--- config.mk ---
export PLATFORM = sky130hd
export DESIGN_NAME = pc_fetch_unit_flat
export DESIGN_NICKNAME = d
export VERILOG_FILES = /design/src/rtl/pc_fetch_unit_if.sv /design/src/rtl/pc_fetch_unit.sv /design/src/flat_wrapper.sv
export SDC_FILE = /design/constraint.sdc
export NUM_CORES = 1
export LEC_CHECK = 0
export ABC_CLOCK_PERIOD_IN_PS = 2310
export CAP_MARGIN = 20
export CORE_AREA = 3 3 93 95
export CTS_CLUSTER_SIZE = 24
export DETAILED_ROUTE_END_ITERATION = 8
export DIE_AREA = 0 0 96 98
export DONT_BUFFER_PORTS = 1
export PLACE_DENSITY = 0.85
export SYNTH_ARGS = -nofsm -noshare
export SYNTH_HDL_FRONTEND = slang
export SYNTH_SLANG_ARGS = --single-unit
--- constraint.sdc ---
create_clock -name Clk -period 2.31 [get_ports Clk]
set_clock_uncertainty 0.05 [all_clocks]
set_input_delay 0.462 -clock Clk [delete_from_list [all_inputs] [get_ports Clk]]
set_output_delay 0.462 -clock Clk [all_outputs]
set_load 0.01 [all_outputs]
--- src/rtl/pc_fetch_unit_if.sv ---
// ---------------------------------------------------------------------------
// pc_fetch_unit_if
// Purpose : bundles the fetch-stage bus between the PC fetch unit and its
//           surroundings (instruction memory, PC adder, hazard unit, branch
//           and jump resolution, IF/ID consumer).
// Modports:
//   slave  - the fetch unit itself: takes the request/data inputs and drives
//            PCResult, the IF/ID register outputs, MisalignErr and FetchState.
//   master - the environment: drives the requests and data, observes outputs.
// Signals :
//   Instruction  [31:0]  imem read data for the current PCResult
//   PCAddResult  [31:0]  PCResult + 4 from the PC adder
//   Stall                hazard-unit hold request
//   BranchTaken          taken-branch redirect request
//   BranchTarget [31:0]  branch target address
//   Jump                 jump redirect request
//   JumpTarget   [31:0]  jump target address
//   PCResult     [31:0]  registered fetch address
//   IFID_Instruction [31:0], IFID_PCPlus4 [31:0], IFID_Valid  IF/ID register
//   MisalignErr          sticky misaligned-redirect flag
//   FetchState   [1:0]   BOOT=00, RUN=01, HOLD=10
// ---------------------------------------------------------------------------
interface pc_fetch_unit_if;
  logic [31:0] Instruction;
  logic [31:0] PCAddResult;
  logic        Stall;
  logic        BranchTaken;
  logic [31:0] BranchTarget;
  logic        Jump;
  logic [31:0] JumpTarget;

  logic [31:0] PCResult;
  logic [31:0] IFID_Instruction;
  logic [31:0] IFID_PCPlus4;
  logic        IFID_Valid;
  logic        MisalignErr;
  logic [1:0]  FetchState;

  modport slave (
    input  Instruction, PCAddResult, Stall, BranchTaken, BranchTarget,
           Jump, JumpTarget,
    output PCResult, IFID_Instruction, IFID_PCPlus4, IFID_Valid,
           MisalignErr, FetchState
  );

  modport master (
    output Instruction, PCAddResult, Stall, BranchTaken, BranchTarget,
           Jump, JumpTarget,
    input  PCResult, IFID_Instruction, IFID_PCPlus4, IFID_Valid,
           MisalignErr, FetchState
  );
endinterface

--- src/rtl/pc_fetch_unit.sv ---
// ---------------------------------------------------------------------------
// pc_fetch_unit
// Purpose : instruction-fetch stage. Holds the program counter and the IF/ID
//           pipeline register, applies branch/jump redirects and hazard
//           stalls, and flags redirects to non-word-aligned targets.
// Ports   :
//   Clk    - sole clock, rising edge
//   Reset  - asynchronous, active-low reset
//   bus    - pc_fetch_unit_if.slave (see the interface file for signals)
// Parameter:
//   RESET_PC - PC value loaded while Reset is low
//
// State | meaning
// BOOT  | first edge after reset: PC held, IF/ID bubbled, requests ignored
// RUN   | normal fetch; redirects and stalls evaluated every edge
// HOLD  | stalled; PC and IF/ID frozen until Stall drops or a redirect
// ---------------------------------------------------------------------------
module pc_fetch_unit #(
  parameter logic [31:0] RESET_PC = 32'h0000_0000
) (
  input logic             Clk,
  input logic             Reset,
  pc_fetch_unit_if.slave  bus
);

  typedef enum logic [1:0] {
    ST_BOOT = 2'b00,
    ST_RUN  = 2'b01,
    ST_HOLD = 2'b10
  } fetch_state_t;

  fetch_state_t r_state;
  logic [31:0]  r_pc;
  logic [31:0]  r_ifid_instr;
  logic [31:0]  r_ifid_pc4;
  logic         r_ifid_valid;
  logic         r_misalign;

  // Branch has priority over jump; only the selected target is inspected
  // for misalignment, so a bad JumpTarget under a taken branch is harmless.
  logic         w_redirect;
  logic [31:0]  w_target;

  assign w_redirect = bus.BranchTaken | bus.Jump;
  assign w_target   = bus.BranchTaken ? bus.BranchTarget : bus.JumpTarget;

  always_ff @(posedge Clk or negedge Reset) begin
    if (!Reset) begin
      r_state      <= ST_BOOT;
      r_pc         <= RESET_PC;
      r_ifid_instr <= 32'h0;
      r_ifid_pc4   <= 32'h0;
      r_ifid_valid <= 1'b0;
      r_misalign   <= 1'b0;
    end else begin
      case (r_state)
        ST_BOOT: begin
          r_ifid_instr <= 32'h0;
          r_ifid_pc4   <= 32'h0;
          r_ifid_valid <= 1'b0;
          r_state      <= ST_RUN;
        end
        ST_RUN, ST_HOLD: begin
          if (w_redirect) begin
            r_pc         <= {w_target[31:2], 2'b00};
            r_ifid_instr <= 32'h0;
            r_ifid_pc4   <= 32'h0;
            r_ifid_valid <= 1'b0;
            if (w_target[1:0] != 2'b00) begin
              r_misalign <= 1'b1;
            end
            r_state      <= ST_RUN;
          end else if (bus.Stall) begin
            r_state      <= ST_HOLD;
          end else begin
            // PC adder output taken as-is; wrap past 0xFFFFFFFC is legal.
            r_pc         <= bus.PCAddResult;
            r_ifid_instr <= bus.Instruction;
            r_ifid_pc4   <= bus.PCAddResult;
            r_ifid_valid <= 1'b1;
            r_state      <= ST_RUN;
          end
        end
        default: begin
          r_state <= ST_BOOT;
        end
      endcase
    end
  end

  assign bus.PCResult         = r_pc;
  assign bus.IFID_Instruction = r_ifid_instr;
  assign bus.IFID_PCPlus4     = r_ifid_pc4;
  assign bus.IFID_Valid       = r_ifid_valid;
  assign bus.MisalignErr      = r_misalign;
  assign bus.FetchState       = r_state;

endmodule
--- src/flat_wrapper.sv ---
// flat-port wrapper written by rule: the top's interface ports become plain ports
module pc_fetch_unit_flat 
#(
  parameter logic [31:0] RESET_PC = 32'h0000_0000
)
  (Clk, Reset, bus_Instruction, bus_PCAddResult, bus_Stall, bus_BranchTaken, bus_BranchTarget, bus_Jump, bus_JumpTarget, bus_PCResult, bus_IFID_Instruction, bus_IFID_PCPlus4, bus_IFID_Valid, bus_MisalignErr, bus_FetchState);
  pc_fetch_unit_if bus_i ();
  input logic Clk;
  input logic Reset;
  input wire logic [$bits(bus_i.Instruction)-1:0] bus_Instruction;
  input wire logic [$bits(bus_i.PCAddResult)-1:0] bus_PCAddResult;
  input wire logic [$bits(bus_i.Stall)-1:0] bus_Stall;
  input wire logic [$bits(bus_i.BranchTaken)-1:0] bus_BranchTaken;
  input wire logic [$bits(bus_i.BranchTarget)-1:0] bus_BranchTarget;
  input wire logic [$bits(bus_i.Jump)-1:0] bus_Jump;
  input wire logic [$bits(bus_i.JumpTarget)-1:0] bus_JumpTarget;
  output wire logic [$bits(bus_i.PCResult)-1:0] bus_PCResult;
  output wire logic [$bits(bus_i.IFID_Instruction)-1:0] bus_IFID_Instruction;
  output wire logic [$bits(bus_i.IFID_PCPlus4)-1:0] bus_IFID_PCPlus4;
  output wire logic [$bits(bus_i.IFID_Valid)-1:0] bus_IFID_Valid;
  output wire logic [$bits(bus_i.MisalignErr)-1:0] bus_MisalignErr;
  output wire logic [$bits(bus_i.FetchState)-1:0] bus_FetchState;
  assign bus_i.Instruction = bus_Instruction;
  assign bus_i.PCAddResult = bus_PCAddResult;
  assign bus_i.Stall = bus_Stall;
  assign bus_i.BranchTaken = bus_BranchTaken;
  assign bus_i.BranchTarget = bus_BranchTarget;
  assign bus_i.Jump = bus_Jump;
  assign bus_i.JumpTarget = bus_JumpTarget;
  assign bus_PCResult = bus_i.PCResult;
  assign bus_IFID_Instruction = bus_i.IFID_Instruction;
  assign bus_IFID_PCPlus4 = bus_i.IFID_PCPlus4;
  assign bus_IFID_Valid = bus_i.IFID_Valid;
  assign bus_MisalignErr = bus_i.MisalignErr;
  assign bus_FetchState = bus_i.FetchState;
  pc_fetch_unit #(.RESET_PC(RESET_PC)) u_core (.Clk(Clk), .Reset(Reset), .bus(bus_i));
endmodule
; ---- Yosys cells after proc, flatten, opt, wreduce, memory -nomap -nowiden
; Index checks and enable logic that the tools add are counted.
[totals]
ff_bits = 100
output_inout_bits = 100
[op_classes]
reduce_logical = 7
mux = 14
n_eq_ne = 4
bitwise = 1
[op_table]
columns = op, count
row1 = 32-bit two-way mux, 6
row2 = 32-bit case mux with 2 select lines, 2
row3 = 2-bit two-way mux, 2
row4 = 2-bit case mux with 2 select lines, 1
row5 = 2-bit AND reduction, 2
row6 = 2-bit nonzero test, 2
row7 = "3-bit by 2-bit != test with 1-bit output, second input constant", 1
row8 = 3-bit AND reduction, 1
row9 = "2-bit by 1-bit equality test with 1-bit output, second input constant", 1
row10 = "2-bit equality test, second input constant", 1
row11 = 2-bit logical NOT, 1
row12 = 1-bit two-way mux, 2
row13 = "2-bit by 1-bit != test with 1-bit output, second input constant", 1
row14 = 1-bit case mux with 2 select lines, 1
row15 = 2-bit OR reduction, 1
row16 = 1-bit OR, 1

; ---- Logic depth before layout (Yosys ltp)
[depth]
word_depth = 4
ltp_mapped = 8

; ---- Worst setup path after synthesis
; OpenSTA, ideal clock, no wires.
[synth_timing]
kind = register -> register
from = register u_core.r_state[0], in the netlist u_core.bus.FetchState[0]
to = register u_core.r_ifid_instr[16], in the netlist u_core.bus.IFID_Instruction[16]
setup_time_ns = 0.121
slack_ns = 0.505
t_required_ns = 2.139
stages_incl_launch_ff = 9
arrival_ns = 1.634
path_buffers = 3
path_cell_list = dfrtp_1 > inv_1 > ha_1 > buf_4 > nand2b_1 > o21bai_1 > buf_4 > buf_4 > a22o_1
[synth_between]
elab_chain_cells = 4
[synth_rtl]
columns = item, line_no
row1 = "start, declared", pc_fetch_unit.sv:32  ; fetch_state_t r_state;
row2 = "start signal, assigned", pc_fetch_unit.sv:49  ; r_state <= ST_BOOT;
row3 = "start signal, assigned", pc_fetch_unit.sv:61  ; r_state <= ST_RUN;
row4 = "start signal, assigned", pc_fetch_unit.sv:72  ; r_state <= ST_RUN;
row5 = 2-bit by 1-bit equality test with 1-bit output or 2-bit equality test (tied branches), pc_fetch_unit.sv:56  ; case (r_state)
row6 = 2-bit OR reduction, pc_fetch_unit.sv:56
row7 = 3-bit by 2-bit != test with 1-bit output (no line) or 2-bit nonzero test (tied branches), -
row8 = 2-bit AND reduction (no line), -
row9 = "end signal, assigned", pc_fetch_unit.sv:78  ; r_ifid_instr <= bus.Instruction;
row10 = "end, declared", pc_fetch_unit.sv:34  ; logic [31:0] r_ifid_instr;
; Parallel ways exist; a longest one is shown, timed or not.
; A chain may end at the register's enable or synchronous reset.

; ---- Final worst setup path
[layout_timing]
from = register u_core.r_state[0], in the netlist u_core.bus.FetchState[0]
to = register u_core.r_pc[0], in the netlist u_core.bus.PCResult[0]
[layout_between]
elab_chain_cells = 3
[layout_rtl]
columns = item, line_no
row1 = 2-bit by 1-bit equality test with 1-bit output or 2-bit equality test (tied branches), pc_fetch_unit.sv:56
row2 = 2-bit OR reduction (*), pc_fetch_unit.sv:56
row3 = 2-bit AND reduction (no line) (*), -
row4 = "end signal, assigned", pc_fetch_unit.sv:65  ; r_pc <= {w_target[31:2], 2'b00};
row5 = "end signal, assigned", pc_fetch_unit.sv:77  ; r_pc <= bus.PCAddResult;
row6 = "end, declared", pc_fetch_unit.sv:33  ; logic [31:0] r_pc;
; Mark *: on every way between the ends. The rest lies on a longest branch, timed or not.

==> results.tsv <==
metric	value	unit
synth_mux_area_share	0.211	%
p_per_area	1010	mW/mm^2
synthAdderAreaFrac	0.527	%
worst-setup-path-type	flip-flop to flip-flop	
dp_hpwl	8.17	mm
highest_layer	met5	
vias	3151	
switching_power	1.82	mW
hold_class	input pin to asynchronous set/reset pin	
cts-buffers-inserted	9	
ys_warn_count	0	
drive_above_1_share	15.3	%
syn_nets	513	
drc	0	
first_pass_iters	4	
intPower	3.14	mW
p_seq_share	53.6	%
p_clk_share	23.8	%
worstSetupEndpointType	flip-flop	
finalCritPeriodShare	81.3	%
setup_violations	0	
syn-mean-instance-area	12.6	um^2
synth-simple-area-share	12.7	%
cts_tree	done	
track_usage	24.2	%
ys_top_cells_by_area	dfrtp_1, a22o_1, o2bb2ai_2, a211oi_1, nand2b_1	
cts-root-buf	clkbuf_8	
antenna_found_initial	2	
fmax	0.533	GHz
synth_top_area_share	52.7	%
rsz0062_at_grt	false	
switching_share	36.7	%
leakagePower	2.12	nW
fin_ws	0.433	ns
h-tree-depth	3	
clk_latency	0.35	ns
clkTransAtPathRegs	0.10	ns
antenna_left	0	
synth-xor-area-share	0	%
failed_checks	hold timing	
numPortBuffers	0	
period_minus_slack	1.88	ns
coreArea	0.00781	mm^2
met1_length	4.18	mm
start_util	60.8	%
drt_iter0_markers	99	
grt_pass1_wl	17.6	mm
rows	32	
setup_tns	0	ns
ys_seq_area_share	52.7	%
critPathMaxFanout	36	
clock-sinks	100	
clockBufferDepth	2	
netlist_instances	378	
netlist_area	0.00475	mm^2
gp_congestion	0.790	
dieArea	0.00941	mm^2
peakVddDrop	442	uV
synthToLayoutAreaGrowth	2.87	%
hold_violations	100	
die_h	98	um
final_nets	490	
synth_compound_area_share	27.5	%
finalMaxSlewViolations	0	
fill_cells	599	
relSlewSlack	60.0	%
worstMarginPinSlew	0.599	ns
ys_ff_latch	100	
wl	11.7	mm
netlist-cell-type-count	27	
die_x	96	um
status	finished with violations	
whs	-0.270	ns
grt_max_degree	101	
viasPerCell	6.81	
dr_wl_met2	5.95	mm
required	2.52	ns
place_ws	0.428	ns
p_comb_share	22.5	%
wl_met3	1.40	mm
crit_path_start_kind	flip-flop	
routedWlPerCell	25.4	um
max_cap_violations	0	
grt-ovfl-total	0	
synth_top_area_cell	dfrtp_1	
io_pins	233	
grt_pass1_vias	3338	
crit_arrival	2.09	ns
synth_top_family_by_area	compound AO/OA/AOI/OAI gates	
[timing repair]
| action | in CTS | in global routing |
|---|---|---|
| setup buffers | 0 | 0 |
| endpoints found under the hold margin | 100 | 100 |
| resized for setup | 0 | 0 |
[cells in the mapped netlist]
cell and instances:
a211oi_1 30, o2bb2ai_2 30, or3b_1 1, nand3_1 30, a21o_1 2, buf_12 3, nand2b_1 32, a22o_1 64
ha_1 2, dfrtp_1 100, a21oi_2 1, a22oi_1 2, nand2_8 1, buf_6 4, buf_2 8, buf_4 14
mux2i_1 1, o21bai_1 1, o21ai_0 1, inv_1 4, buf_1 2, nor4b_1 1, nor2_1 2, nor4_2 1
o32ai_1 2, clkbuf_1 8, nor2b_1 31
[power groups by stage]
stage / Clock, mW / Sequential, mW / Combinational (mW)
final: 1.18 / 2.66 / 1.12
after CTS: 1.20 / 2.67 / 1.14
after global routing: 1.29 / 2.71 / 1.23
after global placement: 0 / 2.68 / 1.08
after detailed placement: 0 / 2.69 / 1.14
after floorplan: 0 / 2.56 / 1.12
[per-stage QoR]
step	std cells	total power, mW	cell area (um^2)	hold WS, ns	util, %
4_1_cts	462	5.00	4880	-0.286	62.5
2_1_floorplan	378	3.67	4750	0.116	-
5_1_grt	463	5.23	4880	-0.315	62.5
3_3_place_gp	446	3.76	4670	0.119	59.8
6_report	463	4.95	4880	-0.270	62.5
3_5_place_dp	446	3.83	4670	0.119	59.8
[area by class of cell]
| class | instances | area [um^2] | area share (%) |
|---|---|---|---|
| sequential | 100 | 2500 | 51.2 |
| antenna | 1 | 2.50 | 0.0512 |
| timing repair buffer | 5 | 62.6 | 1.28 |
| multi-input combinational | 235 | 1960 | 40.2 |
| inverter | 4 | 15.0 | 0.307 |
| tap | 102 | 128 | 2.61 |
| clock inverter | 7 | 87.6 | 1.79 |
| clock buffer | 9 | 124 | 2.54 |
[metal layers]
layer,global-route usage [%],up-vias
li1,-,1364
met1,27.7,1581
met2,40.3,185
met3,10.3,19
met4,8.21,2
met5,0,-
[sequential cells by signal, indices dropped and copies added, names as in the netlist]
signal                       count
u_core.bus.IFID_Instruction     32
u_core.bus.IFID_PCPlus4         32
u_core.bus.PCResult             32
u_core.bus.FetchState            2
u_core.bus.IFID_Valid            1
u_core.bus.MisalignErr           1
[cell families after synthesis]
| family | after synthesis |
|---|---|
| compound gates | 133 |
| fa+ha+maj | 2 |
| buf+inv | 43 |
| flops | 100 |
| mux | 1 |
| simple gates | 99 |
[worst paths after layout]
path                                           from                           to  slack, ns  cells past startpoint
setup / recovery           u_core.bus.FetchState[0]       u_core.bus.PCResult[0]       0.43                      6
hold / removal                                Reset  u_core.bus.IFID_PCPlus4[27]      -0.27                      0
setup reg to reg           u_core.bus.FetchState[0]       u_core.bus.PCResult[0]       0.43                      6
hold reg to reg              u_core.bus.MisalignErr       u_core.bus.MisalignErr       0.49                      1
max in group asynchronous                     Reset  u_core.bus.IFID_PCPlus4[13]       2.34                      0
min in group Clk                           bus_Jump     u_core.bus.FetchState[1]       0.13                      1
[critical path: stages, from the launching register on]
cell and delay, ns:
dfrtp_1 0.46, inv_1 0.07, ha_1 0.29, buf_4 0.36
nor2b_1 0.23, a22oi_1 0.08, o32ai_1 0.23
[cells in the final DEF, fill, tap and decap left out]
| cell | n |
|---|---|
| a21oi_2 | 1 |
| nor4_4 | 1 |
| inv_1 | 4 |
| a22oi_1 | 2 |
| bufinv_16 | 1 |
| clkbuf_8 | 9 |
| nand2_8 | 1 |
| nand3_1 | 30 |
| mux2i_1 | 1 |
| o2bb2ai_2 | 30 |
| nor4b_1 | 1 |
| ha_1 | 2 |
| a21o_1 | 2 |
| clkinv_4 | 2 |
| a22o_1 | 64 |
| nor2b_1 | 31 |
| o21bai_4 | 1 |
| dfrtp_1 | 100 |
| buf_12 | 2 |
| buf_4 | 3 |
| a211oi_1 | 30 |
| nor2_1 | 2 |
| o32ai_1 | 2 |
| o21ai_0 | 1 |
| diode_2 | 1 |
| nand2b_1 | 32 |
| or3b_1 | 1 |
| inv_8 | 2 |
| inv_6 | 2 |
No activity file was read; power rests on OpenSTA's default activity.
==> patch, RTL diff (same settings) <==
Reset style: synchronous (`Reset`), changed in one clocked block. Comments in the files are not updated.
--- a/src/rtl/pc_fetch_unit.sv
+++ b/src/rtl/pc_fetch_unit.sv
@@ -44,7 +44,7 @@
   assign w_redirect = bus.BranchTaken | bus.Jump;
   assign w_target   = bus.BranchTaken ? bus.BranchTarget : bus.JumpTarget;
 
-  always_ff @(posedge Clk or negedge Reset) begin
+  always_ff @(posedge Clk) begin
     if (!Reset) begin
       r_state      <= ST_BOOT;
       r_pc         <= RESET_PC;
Behaviour: differs if Reset is asserted again (counterexample within 4 cycles, from zero or initial values and one cycle with Reset low); with Reset held inactive, the same outputs for 10 cycles.
==> patch against the unedited design <==
Routed wire length shrank 21%. Sequential cell count is the same. Synthesized area down 20%. Fmax is 7.7% lower. Non-clock buffer count down 1. Core utilization down 12 points. Final area is 18% lower. Setup slack got worse by 0.16 ns. Critical endpoint is now u_core.bus.IFID_PCPlus4[12]. Largest cell class unchanged. Highest routed layer is now met4.
Power is not compared: it rests on default switching activity, and its combinational part moved more than twofold at a synthesized area within 25%.
==> patch: results <==
{
  "met2WireLength_um": 4615,
  "synthAdderAreaFrac_pct": 0.6566,
  "status": "completed",
  "finalWirelength_um": 9257,
  "synth_nets": 479,
  "routed_via_density": 6.221,
  "synthMuxAreaShare_pct": 7.879,
  "grtUsageTotal_pct": 18.88,
  "placed_cells_incl_taps": 419,
  "maxUsedRoutingLayer": "met4",
  "antenna_cells": 0,
  "synthFlopType": "dfxtp_1",
  "synth_area_leaders": "dfxtp_1 53%, a22o_1 22%, mux2i_1 7.9%, o21ai_0 4.3%, nand2_1 3.2%",
  "cp_max_fo": 65,
  "vias": 2706,
  "post-dp-hpwl_um": 6416,
  "grt_pass1_vias": 2643,
  "drt_iter0_markers": 73,
  "yosys-top-cells-count": "100 x dfxtp_1, 94 x a22o_1, 33 x o21ai_0",
  "grt_pass1_wl_um": 13820,
  "slew_headroom_pct": 71.68,
  "synth-compound-area-share_pct": 27.64,
  "grt_max_degree": 68,
  "met3_length_um": 974,
  "pre_cts_slack_ns": 0.3677,
  "synth_cell_types": 24,
  "synth_seq_area_share_pct": 52.53,
  "synthArstFlopShare_pct": 0
}
patch: cell types whose count changed in the layout (fill, tap and decap cells not counted), sizes merged, moves of 29 or more:
cell	delta
nand2b	-32
a211oi	-30
nand2	+31
o2bb2ai	-30
o21ai	+32
nand3	-30
a22o	+30
nor2b	-31
dfrtp	-100
dfxtp	+100
mux2i	+29
patch: final timing paths:
path	start	endpoint	slack [ns]	cells past startpoint
worst max-delay path	u_core.bus.FetchState[0]	u_core.bus.IFID_PCPlus4[12]	0.28	6
worst min-delay path	bus_Jump	u_core.bus.FetchState[1]	0.14	1
worst max register to register	u_core.bus.FetchState[0]	u_core.bus.IFID_PCPlus4[12]	0.28	6
worst min register to register	u_core.bus.PCResult[1]	u_core.bus.PCResult[1]	0.50	2
patch: cell type report:
| class | count | share of cell area [%] |
|---|---|---|
| clock buffer | 10 | 3.455 |
| clock inverter | 6 | 1.351 |
| inverter | 4 | 0.3769 |
| multi-input combinational | 209 | 39.98 |
| sequential | 100 | 50.25 |
| tap | 102 | 3.204 |
| timing repair buffer | 4 | 1.382 |
patch: critical path, cell delays in order, from the launching register on:
cell and delay (ns):
dfxtp_1 0.43, inv_1 0.07, ha_1 0.43, nand4bb_1 0.24, nor3_4 0.21, buf_12 0.30, a22o_1 0.18
patch: metrics by stage:
stage | cell area, µm² | total power [µW] | hold WS (ns)
detailed placement | 3792 | 2091 | 0.4684
finish | 3984 | 3110 | 0.1407
CTS | 3984 | 3149 | 0.1146
global placement | 3792 | 2083 | 0.4662
floorplan | 3811 | 2076 | 0.4441
global route | 3984 | 3256 | 0.1016
patch: power by group:
| part | total [µW] | switching [µW] | internal, µW |
|---|---|---|---|
| Sequential | 1850 | 72.1 | 1780 |
| Clock | 1060 | 621 | 441 |
| Combinational | 194 | 97.0 | 97.4 |
| Total | 3110 | 790 | 2320 |
